**src/rtl/i2c_config_sequencer.sv**
```systemverilog
// i2c_config_sequencer: walks a ROM table of register writes into the I2C controller command port (define I2C_CFG_READBACK_EN to read back and verify every write)
module i2c_config_sequencer #(
    parameter logic [7:0] SLAVE_ADDR     = 8'h72,
    parameter int         ROM_AW         = 6,
    parameter int         DELAY_UNIT     = 1000,
    parameter int         TIMEOUT_CYCLES = 100000
) (
    input  logic              clk,
    input  logic              reset,
    input  logic              start,
    output logic              busy,
    output logic              done,
    output logic              error,
    output logic [ROM_AW-1:0] err_index,
    output logic [ROM_AW-1:0] rom_addr,
    input  logic [15:0]       rom_data,
    output logic              i2c_ctrl_valid,
    input  logic              i2c_ctrl_ready,
    output logic [15:0]       i2c_slave_addr,
    output logic [15:0]       i2c_reg_addr,
    output logic [15:0]       i2c_wdata,
    input  logic [15:0]       i2c_rdata,
    input  logic              i2c_rdata_valid
);
    localparam int DMAX = 255 * DELAY_UNIT;
    localparam int CW   = $clog2(((DMAX > TIMEOUT_CYCLES) ? DMAX : TIMEOUT_CYCLES) + 1);

    typedef enum logic [3:0] {
        IDLE, FETCH, DECODE, DELAY, ISSUE, ACCEPT, COMPLETE, NEXT, DONE, ERR
`ifdef I2C_CFG_READBACK_EN
        , VERIFY, CHECK
`endif
    } state_t;

    state_t        state, nxt, after_cmd;
    logic [CW-1:0] cnt;
    logic          rw;
    logic          tmo_hit;
    logic          unused;

    assign tmo_hit        = cnt == CW'(TIMEOUT_CYCLES - 1);
    assign i2c_slave_addr = {8'h00, SLAVE_ADDR[7:1], rw};
    // valid is decoded from state and masked by reset so an abort drops it at once
    assign i2c_ctrl_valid = (state == ISSUE || state == ACCEPT) && !reset;

`ifdef I2C_CFG_READBACK_EN
    logic rd_ok;
    assign rd_ok     = i2c_rdata_valid && i2c_rdata[7:0] == i2c_wdata[7:0];
    assign after_cmd = rw ? CHECK : VERIFY;
    assign unused    = ^i2c_rdata[15:8];
`else
    assign after_cmd = NEXT;
    assign unused    = ^{i2c_rdata, i2c_rdata_valid};
`endif

    // state register
    always_ff @(posedge clk) begin
        if (reset) state <= IDLE;
        else       state <= nxt;
    end

    // next-state: table walk, two-phase ready handshake and timeout
    always_comb begin
        nxt = IDLE;
        case (state)
            IDLE:     nxt = start ? FETCH : IDLE;
            FETCH:    nxt = DECODE;
            DECODE:   nxt = rom_data[15:8] == 8'hFF ? DONE :
                            rom_data[15:8] != 8'hFE ? ISSUE :
                            rom_data[7:0] == 8'h00 ? NEXT : DELAY;
            ISSUE:    nxt = ACCEPT;
            ACCEPT:   nxt = !i2c_ctrl_ready ? COMPLETE : tmo_hit ? ERR : ACCEPT;
            COMPLETE: nxt = i2c_ctrl_ready ? after_cmd : tmo_hit ? ERR : COMPLETE;
            DELAY:    nxt = cnt <= CW'(1) ? NEXT : DELAY;
            NEXT:     nxt = &rom_addr ? DONE : FETCH;
`ifdef I2C_CFG_READBACK_EN
            VERIFY:   nxt = ISSUE;
            CHECK:    nxt = rd_ok ? NEXT : ERR;
`endif
            default:  nxt = IDLE;
        endcase
    end

    // datapath: ROM address, command registers, shared delay/timeout counter, status
    always_ff @(posedge clk) begin
        if (reset) begin
            rom_addr     <= '0;
            busy         <= 1'b0;
            done         <= 1'b0;
            error        <= 1'b0;
            err_index    <= '0;
            i2c_reg_addr <= '0;
            i2c_wdata    <= '0;
            rw           <= 1'b0;
            cnt          <= '0;
        end else begin
            case (state)
                IDLE: if (start) begin
                    rom_addr  <= '0;
                    busy      <= 1'b1;
                    done      <= 1'b0;
                    error     <= 1'b0;
                    err_index <= '0;
                end
                DECODE: begin
                    cnt <= CW'(rom_data[7:0] * DELAY_UNIT);
                    if (nxt == ISSUE) begin
                        i2c_reg_addr <= {8'h01, rom_data[15:8]};
                        i2c_wdata    <= {8'h00, rom_data[7:0]};
                        rw           <= 1'b0;
                    end
                end
                ISSUE:    cnt <= '0;
                ACCEPT:   cnt <= nxt == COMPLETE ? '0 : cnt + 1'b1;
                COMPLETE: cnt <= cnt + 1'b1;
                DELAY:    cnt <= cnt - 1'b1;
                NEXT:     if (nxt == FETCH) rom_addr <= rom_addr + 1'b1;
                DONE: begin
                    done <= 1'b1;
                    busy <= 1'b0;
                end
                ERR: begin
                    error     <= 1'b1;
                    err_index <= rom_addr;
                    busy      <= 1'b0;
                end
`ifdef I2C_CFG_READBACK_EN
                VERIFY:   rw <= 1'b1;
                CHECK:    rw <= 1'b0;
`endif
                default: ;
            endcase
        end
    end
endmodule

```
**config.mk**
```make
export PLATFORM = sky130hd
export DESIGN_NAME = i2c_config_sequencer
export DESIGN_NICKNAME = d
export VERILOG_FILES = /design/src/rtl/i2c_config_sequencer.sv
export SDC_FILE = /design/constraint.sdc
export NUM_CORES = 1
export LEC_CHECK = 0
export CAP_MARGIN = 30
export CORE_MARGIN = 1.5
export CORE_UTILIZATION = 35
export CTS_CLUSTER_SIZE = 24
export DETAILED_ROUTE_END_ITERATION = 12
export GPL_TIMING_DRIVEN = 0
export SYNTH_ARGS = -nofsm -noshare
export SYNTH_HDL_FRONTEND = slang
export SYNTH_SLANG_ARGS = --single-unit
```
**constraint.sdc**
```tcl
create_clock -name clk -period 7.06 [get_ports clk]
set_clock_uncertainty 0.2 [all_clocks]
set_input_delay 1.765 -clock clk [delete_from_list [all_inputs] [get_ports clk]]
set_output_delay 1.765 -clock clk [all_outputs]
set_load 0.02 [all_outputs]
```
* Word-level counts from Yosys, hierarchy flattened
Cells that the tools add are included.
Widths: inputs -> output; s select.
** Word-level totals
- Logic and storage cells :: 70
- Input port bits :: 37
- Bits in registers :: 54
- Output and inout bits :: 64
** Cells by class
- Equal/unequal tests :: 17
- Multiply operators :: 1
- Add/subtract/negate cells :: 3
- Mux-type cells :: 22
- Reductions and logical operators :: 17
- $lt $le $gt $ge :: 1
** Operators with widths (count)
- $pmux 18 s5 :: 1
- $pmux 4 s8 :: 1
- $eq 4x3->1 const B :: 6
- $mux 4 :: 6
- $pmux 6 s2 :: 2
- $add 18x1->18 const B :: 1
- $eq 18x17->1 const B :: 1
- $le 18x1->1 const B :: 1
- $mux 18 :: 1
- $sub 18x1->18 const B :: 1
- $mul 8x7->15 const B :: 1
- $mux 6 :: 2
- $mux 3 :: 3
- $eq 4x1->1 const B :: 2
- $eq 4x2->1 const B :: 2
- $eq 4x4->1 const B :: 2
- $eq 8x8->1 const B :: 1
- $logic_not 8->1 :: 1
- $ne 8x8->1 const B :: 1
- $reduce_and 2->1 :: 4
- $reduce_bool 2->1 :: 4
- $add 6x1->6 const B :: 1
- $pmux 1 s2 :: 3
- $reduce_and 6->1 :: 1
- 9 further kinds :: 12

* Depth between registers and ports, before layout
- Depth in word-level cells :: 8
- Depth in mapped cells :: 14
- Mapped depth without buffers :: 14

* Worst setup path after synthesis
OpenSTA, ideal clock, no wires.
- Path type :: input to register
- Start :: input port rom_data[1]
- End :: register cnt[14]
- Buffers on the path :: 0
- Path slack :: 1466 ps
- Library setup time :: 115 ps
- Stages on the path :: 13
- Arrival time :: 5280 ps
- Cells stage by stage :: fa_1 -> inv_1 -> fa_1 -> fa_1 -> fa_1 -> inv_1 -> ha_1 -> o21ai_0 -> o21bai_1 -> o311ai_0 -> nor2b_1 -> xor2_1 -> a2111oi_0
** Between the ends
- Cells in the longest elaborated chain, start to end :: 8
** RTL lines
- from (decl) :: line 16 : input logic [15:0] rom_data,
- parallel branches: the longest is 7 deep, another holds $mul 8x7->15
- $pmux 18 s5 (*) :: line 97 : case (state)
- to (signal assigned) :: line 114 : ACCEPT: cnt <= nxt == COMPLETE ? '0 : cnt + 1'b1;
- to (signal assigned) :: line 115 : COMPLETE: cnt <= cnt + 1'b1;
- to (signal assigned) :: line 116 : DELAY: cnt <= cnt - 1'b1;
- to (decl) :: line 36 : logic [CW-1:0] cnt;
Every way passes the cells marked *.
A chain may end at the register's enable or synchronous reset.

* Worst setup path after layout
- Start :: input port rom_data[0]
- End :: register cnt[14]
The elaborated chain is that of the path after synthesis.

==> results.txt <==
The logs give 0.2255 for the sequential area share after synthesis and 5 for the detailed-routing iteration count for the pre-antenna-repair pass. The routed via count was 4279; the clock slew seen by the registers of the worst setup and hold paths was 0.08 ns. The DRC violation count after routing was 0; the final hold violation count was 0.

Walking the worst path, the cells encountered are clkdlybuf4s50_1 > fa_1 > xor2_1 > ha_1 > inv_1 > fa_1 > fa_1 > inv_1 > ha_1 > o21ai_0 > o21bai_1 > o311ai_0 > nor2b_1 > xor2_1 > a2111oi_0. In this run, distinct cell masters in the synthesized netlist total 71. The worst setup path is captured at a flip-flop. The H-tree generated during clock tree synthesis spans 2 levels. The maximum operating frequency came out at 154.6 MHz.

The detailed router finished its first iteration with 278 violations. For the global-route usage over all layers, the log shows 0.1751. The dominant combinational cell family by area after synthesis was adder cells. For this run, the number of Yosys warnings is 0. Post-route clock period utilization: 0.9164. The fraction of the mapped netlist area in compound gates is 0.1707, and the sequential group share of total power is 0.246. Number of global-route vias before repair: 4103.

The flow ran to the end, and the final reports show no timing, DRC or antenna violations. From left edge to right edge, the die measures 120.0 um. The number of antenna violations at the first check in global routing is 0.

Placer congestion estimate: 0.8966. The tools report the design internal power as 0.0008562 W. The clock period minus final worst setup slack works out to 6.470 ns. Among cell families on the critical path, the largest total delay comes from adder cells. TritonCTS built the clock tree.

Once detail routing completed, the nets flagged for antenna violations numbered 0. Area added between synthesis and finish: 21.32%. For the worst-case hold slack, the log shows 0.2575 ns. Power comes to 0.001492 W. Parity-gate share of the synthesized area counting xor and xnor cells: 0.05480. Post-CTS repair changed the size of 0 cells.

The area enclosed by the die boundary was 14410 um2. At the worst endpoint, the arrival time is 6.45 ns. The highest cell delay on the worst timing path came out at 0.71 ns.

Port buffer count: 52. For the pin with the worst max-slew slack, the measured transition is 0.9618 ns. The most used cell along the critical path is sky130_fd_sc_hd__fa_1.

For the total instance count after detailed placement, the log shows 835. The via density per instance was 5.076. The post-detailed-route wirelength per cell works out to 14.73 um. Data on the critical path is required at its endpoint by 7.04 ns. The number of buffers created by CTS is 5, and the final number of setup-violating endpoints is 0. The logs give 0 for the number of antenna diodes and 0 ns for the final-layout setup total negative slack. Setup repair after global routing left no endpoint under its margin. The die is 120.0 um tall. Wire length of the first global-routing pass: 20.47 mm.

For this design the static power due to leakage is 2.501 nW. For the buffer levels on the longest clock path, the log shows 2. Predominant post-synthesis flop cell: sky130_fd_sc_hd__dfxtp_1. Hold repair after CTS inserted 0 buffers. The run gives 0 as the max-slew violation count.

A synthesized cell averages 8.295 um2. The tools report the number of standard cells in the final layout excluding fillers as 843. The run gives 19 as the maximum number of pins on one net before global-route repair. Dividing total power by cell area gives a power density of 256.4 nW/um2. Counting every sink on the clock net gives 54.

For this design the total switching power over the nets is 0.0006354 W. The worst hold path belongs to the class reg -> reg. The fraction of final layout cells with drive strength greater than 1 is 0.09895, and the number of standard-cell rows in the floorplan is 42.

The power share of the clock group was 0.198; the number of register bits inferred by synthesis was 54. The HPWL after detailed placement is 9.803 mm. The run gives 0.3606 as the initial cell density of the core. The switching share of power is 0.4260, and the peak ir drop on the vdd network is 96.43 uV. The synthesized design contains 0 enable-type register cells. Summed over all layers, the global routing overflow is 0.

Cell at the slowest stage of the critical path: sky130_fd_sc_hd__fa_1. The mux cell area share after synthesis is 0.02557, and the remaining max-slew budget at the tightest pin is 0.3538. The final layout contains 771 nets. The power share of the combinational group was 0.556; the count of buffering cells on the critical path with inverters included was 3. Counting every instance in the synthesized netlist gives 578.

Clock tree synthesis selected as its root buffer the cell sky130_fd_sc_hd__clkbuf_16. The post-synthesis instance area was 4795 um2; the simple-gate portion of the synthesized area was 0.1952. The core region area came out at 13300 um2. Adder-cell area share of the yosys netlist: 0.2124. The worst setup path is of the in -> reg kind.

The tool flagged a number of max-cap violations equal to 0. The critical-path maximum fanout is 8, and the final wirelength is 12.42 mm. For this design the top-level I/O count stands at 101. Post-CTS timing repair inserted 0 buffers for setup. The fraction of synthesis flops using an asynchronous set or reset pin works out to 0. The clock reaches the later pin of the worst-skew pair after 0.31 ns.

STA classifies the critical path startpoint as a primary input.
[power groups by stage]
stage          Sequential, W  Combinational, W  Clock (W)
2_1_floorplan       0.000377          0.000618          0
3_5_place_dp        0.000373          0.000822          0
4_1_cts             0.000366          0.000830   0.000302
3_3_place_gp        0.000372          0.000812          0
6_report            0.000367          0.000829   0.000296
5_1_grt             0.000371          0.000928   0.000312
[state kept, by name, summed over array words and instances (netlist names)]
register	count
busy	1
cnt	18
done	1
err_index	6
error	1
i2c_reg_addr	9
i2c_wdata	8
rom_addr	6
state	4
[cells by family after synthesis]
family,count (synthesis)
AND/OR/NAND/NOR,184
AO/OA/AOI/OAI,122
buffers and inverters,106
adder cells (fa/ha/maj),69
flip-flops,54
XOR/XNOR,30
multiplexers,11
other,2
[path summary, 6_finish.rpt]
kind,startpoint,end,slack [ns],depth (start not counted)
max reg2reg,cnt[0],cnt[14],4.27,8
min reg2reg,busy,busy,0.26,2
max,rom_data[0],cnt[14],0.59,15
min,busy,busy,0.26,2
[layout make-up]
class / instances / area, um2
Multi-Input combinational cell: 447 / 3274
Inverter: 45 / 168.9
Tap cell: 176 / 220.2
Timing Repair Buffer: 52 / 520.5
Clock buffer: 5 / 125.1
Fill cell: 1334 / 7478
Buffer: 61 / 379.1
Clock inverter: 3 / 47.55
Sequential cell: 54 / 1081
[per-layer routing]
metal  wire length [um]  up-vias  GRT usage
li1                   -     2147          -
met1               5724     1994     0.2403
met2               5873      123     0.2875
met3                657       15    0.02376
met4                164        0    0.04911
met5                  0        -          0
[cells in the final DEF, fill, tap and decap left out, types with 18 or more instances in the layout]
cell type,n
sky130_fd_sc_hd__dfxtp_1,54
sky130_fd_sc_hd__clkdlybuf4s50_1,52
sky130_fd_sc_hd__nor2_1,50
sky130_fd_sc_hd__ha_1,47
sky130_fd_sc_hd__inv_1,45
sky130_fd_sc_hd__a21oi_1,40
sky130_fd_sc_hd__nand2_1,38
sky130_fd_sc_hd__buf_4,36
sky130_fd_sc_hd__conb_1,31
sky130_fd_sc_hd__nand3_1,30
sky130_fd_sc_hd__fa_1,21
sky130_fd_sc_hd__clkbuf_1,18
sky130_fd_sc_hd__o21ai_0,18
[worst register-to-register path: cells and delay by family (launching register included)]
kind	cells	cell delay, ns
xor+xnor	1	0.16
flops	1	0.40
fa+ha+maj	1	0.26
compound gates	2	0.51
buf+inv	1	0.20
simple gates	3	0.95
[cells in the mapped netlist (all sizes together), types with 4 or more instances]
library cell,n,area (um2)
a2111oi,6,58.80
a211oi,7,52.55
a21oi,40,200.2
a221oi,7,61.31
a31oi,4,25.02
and2,4,25.03
and3,6,37.54
buf,42,306.5
clkbuf,19,72.56
dfxtp,54,1081
fa,21,420.4
ha,47,588.1
inv,45,168.9
mux2i,10,100.1
nand2,38,142.6
nand2b,4,25.02
nand3,30,150.1
nand4,10,68.81
nor2,50,187.7
nor2b,5,31.28
nor3,13,65.06
nor4,5,46.29
o21ai,19,95.09
or3,7,55.05
xnor2,15,131.4
xor2,15,131.4
[per-stage QoR]
| stage | cell area (um2) | setup WS (ns) | utilization |
|---|---|---|---|
| global route | 5817 | 0.3208 | 0.4375 |
| global placement | 5644 | 0.4062 | 0.4245 |
| CTS | 5817 | 0.6153 | 0.4375 |
| finish | 5817 | 0.5904 | 0.4375 |
| detailed placement | 5644 | 0.2709 | 0.4245 |
| floorplan | 4903 | 1.466 | - |
(Power assumes the default switching activity.)
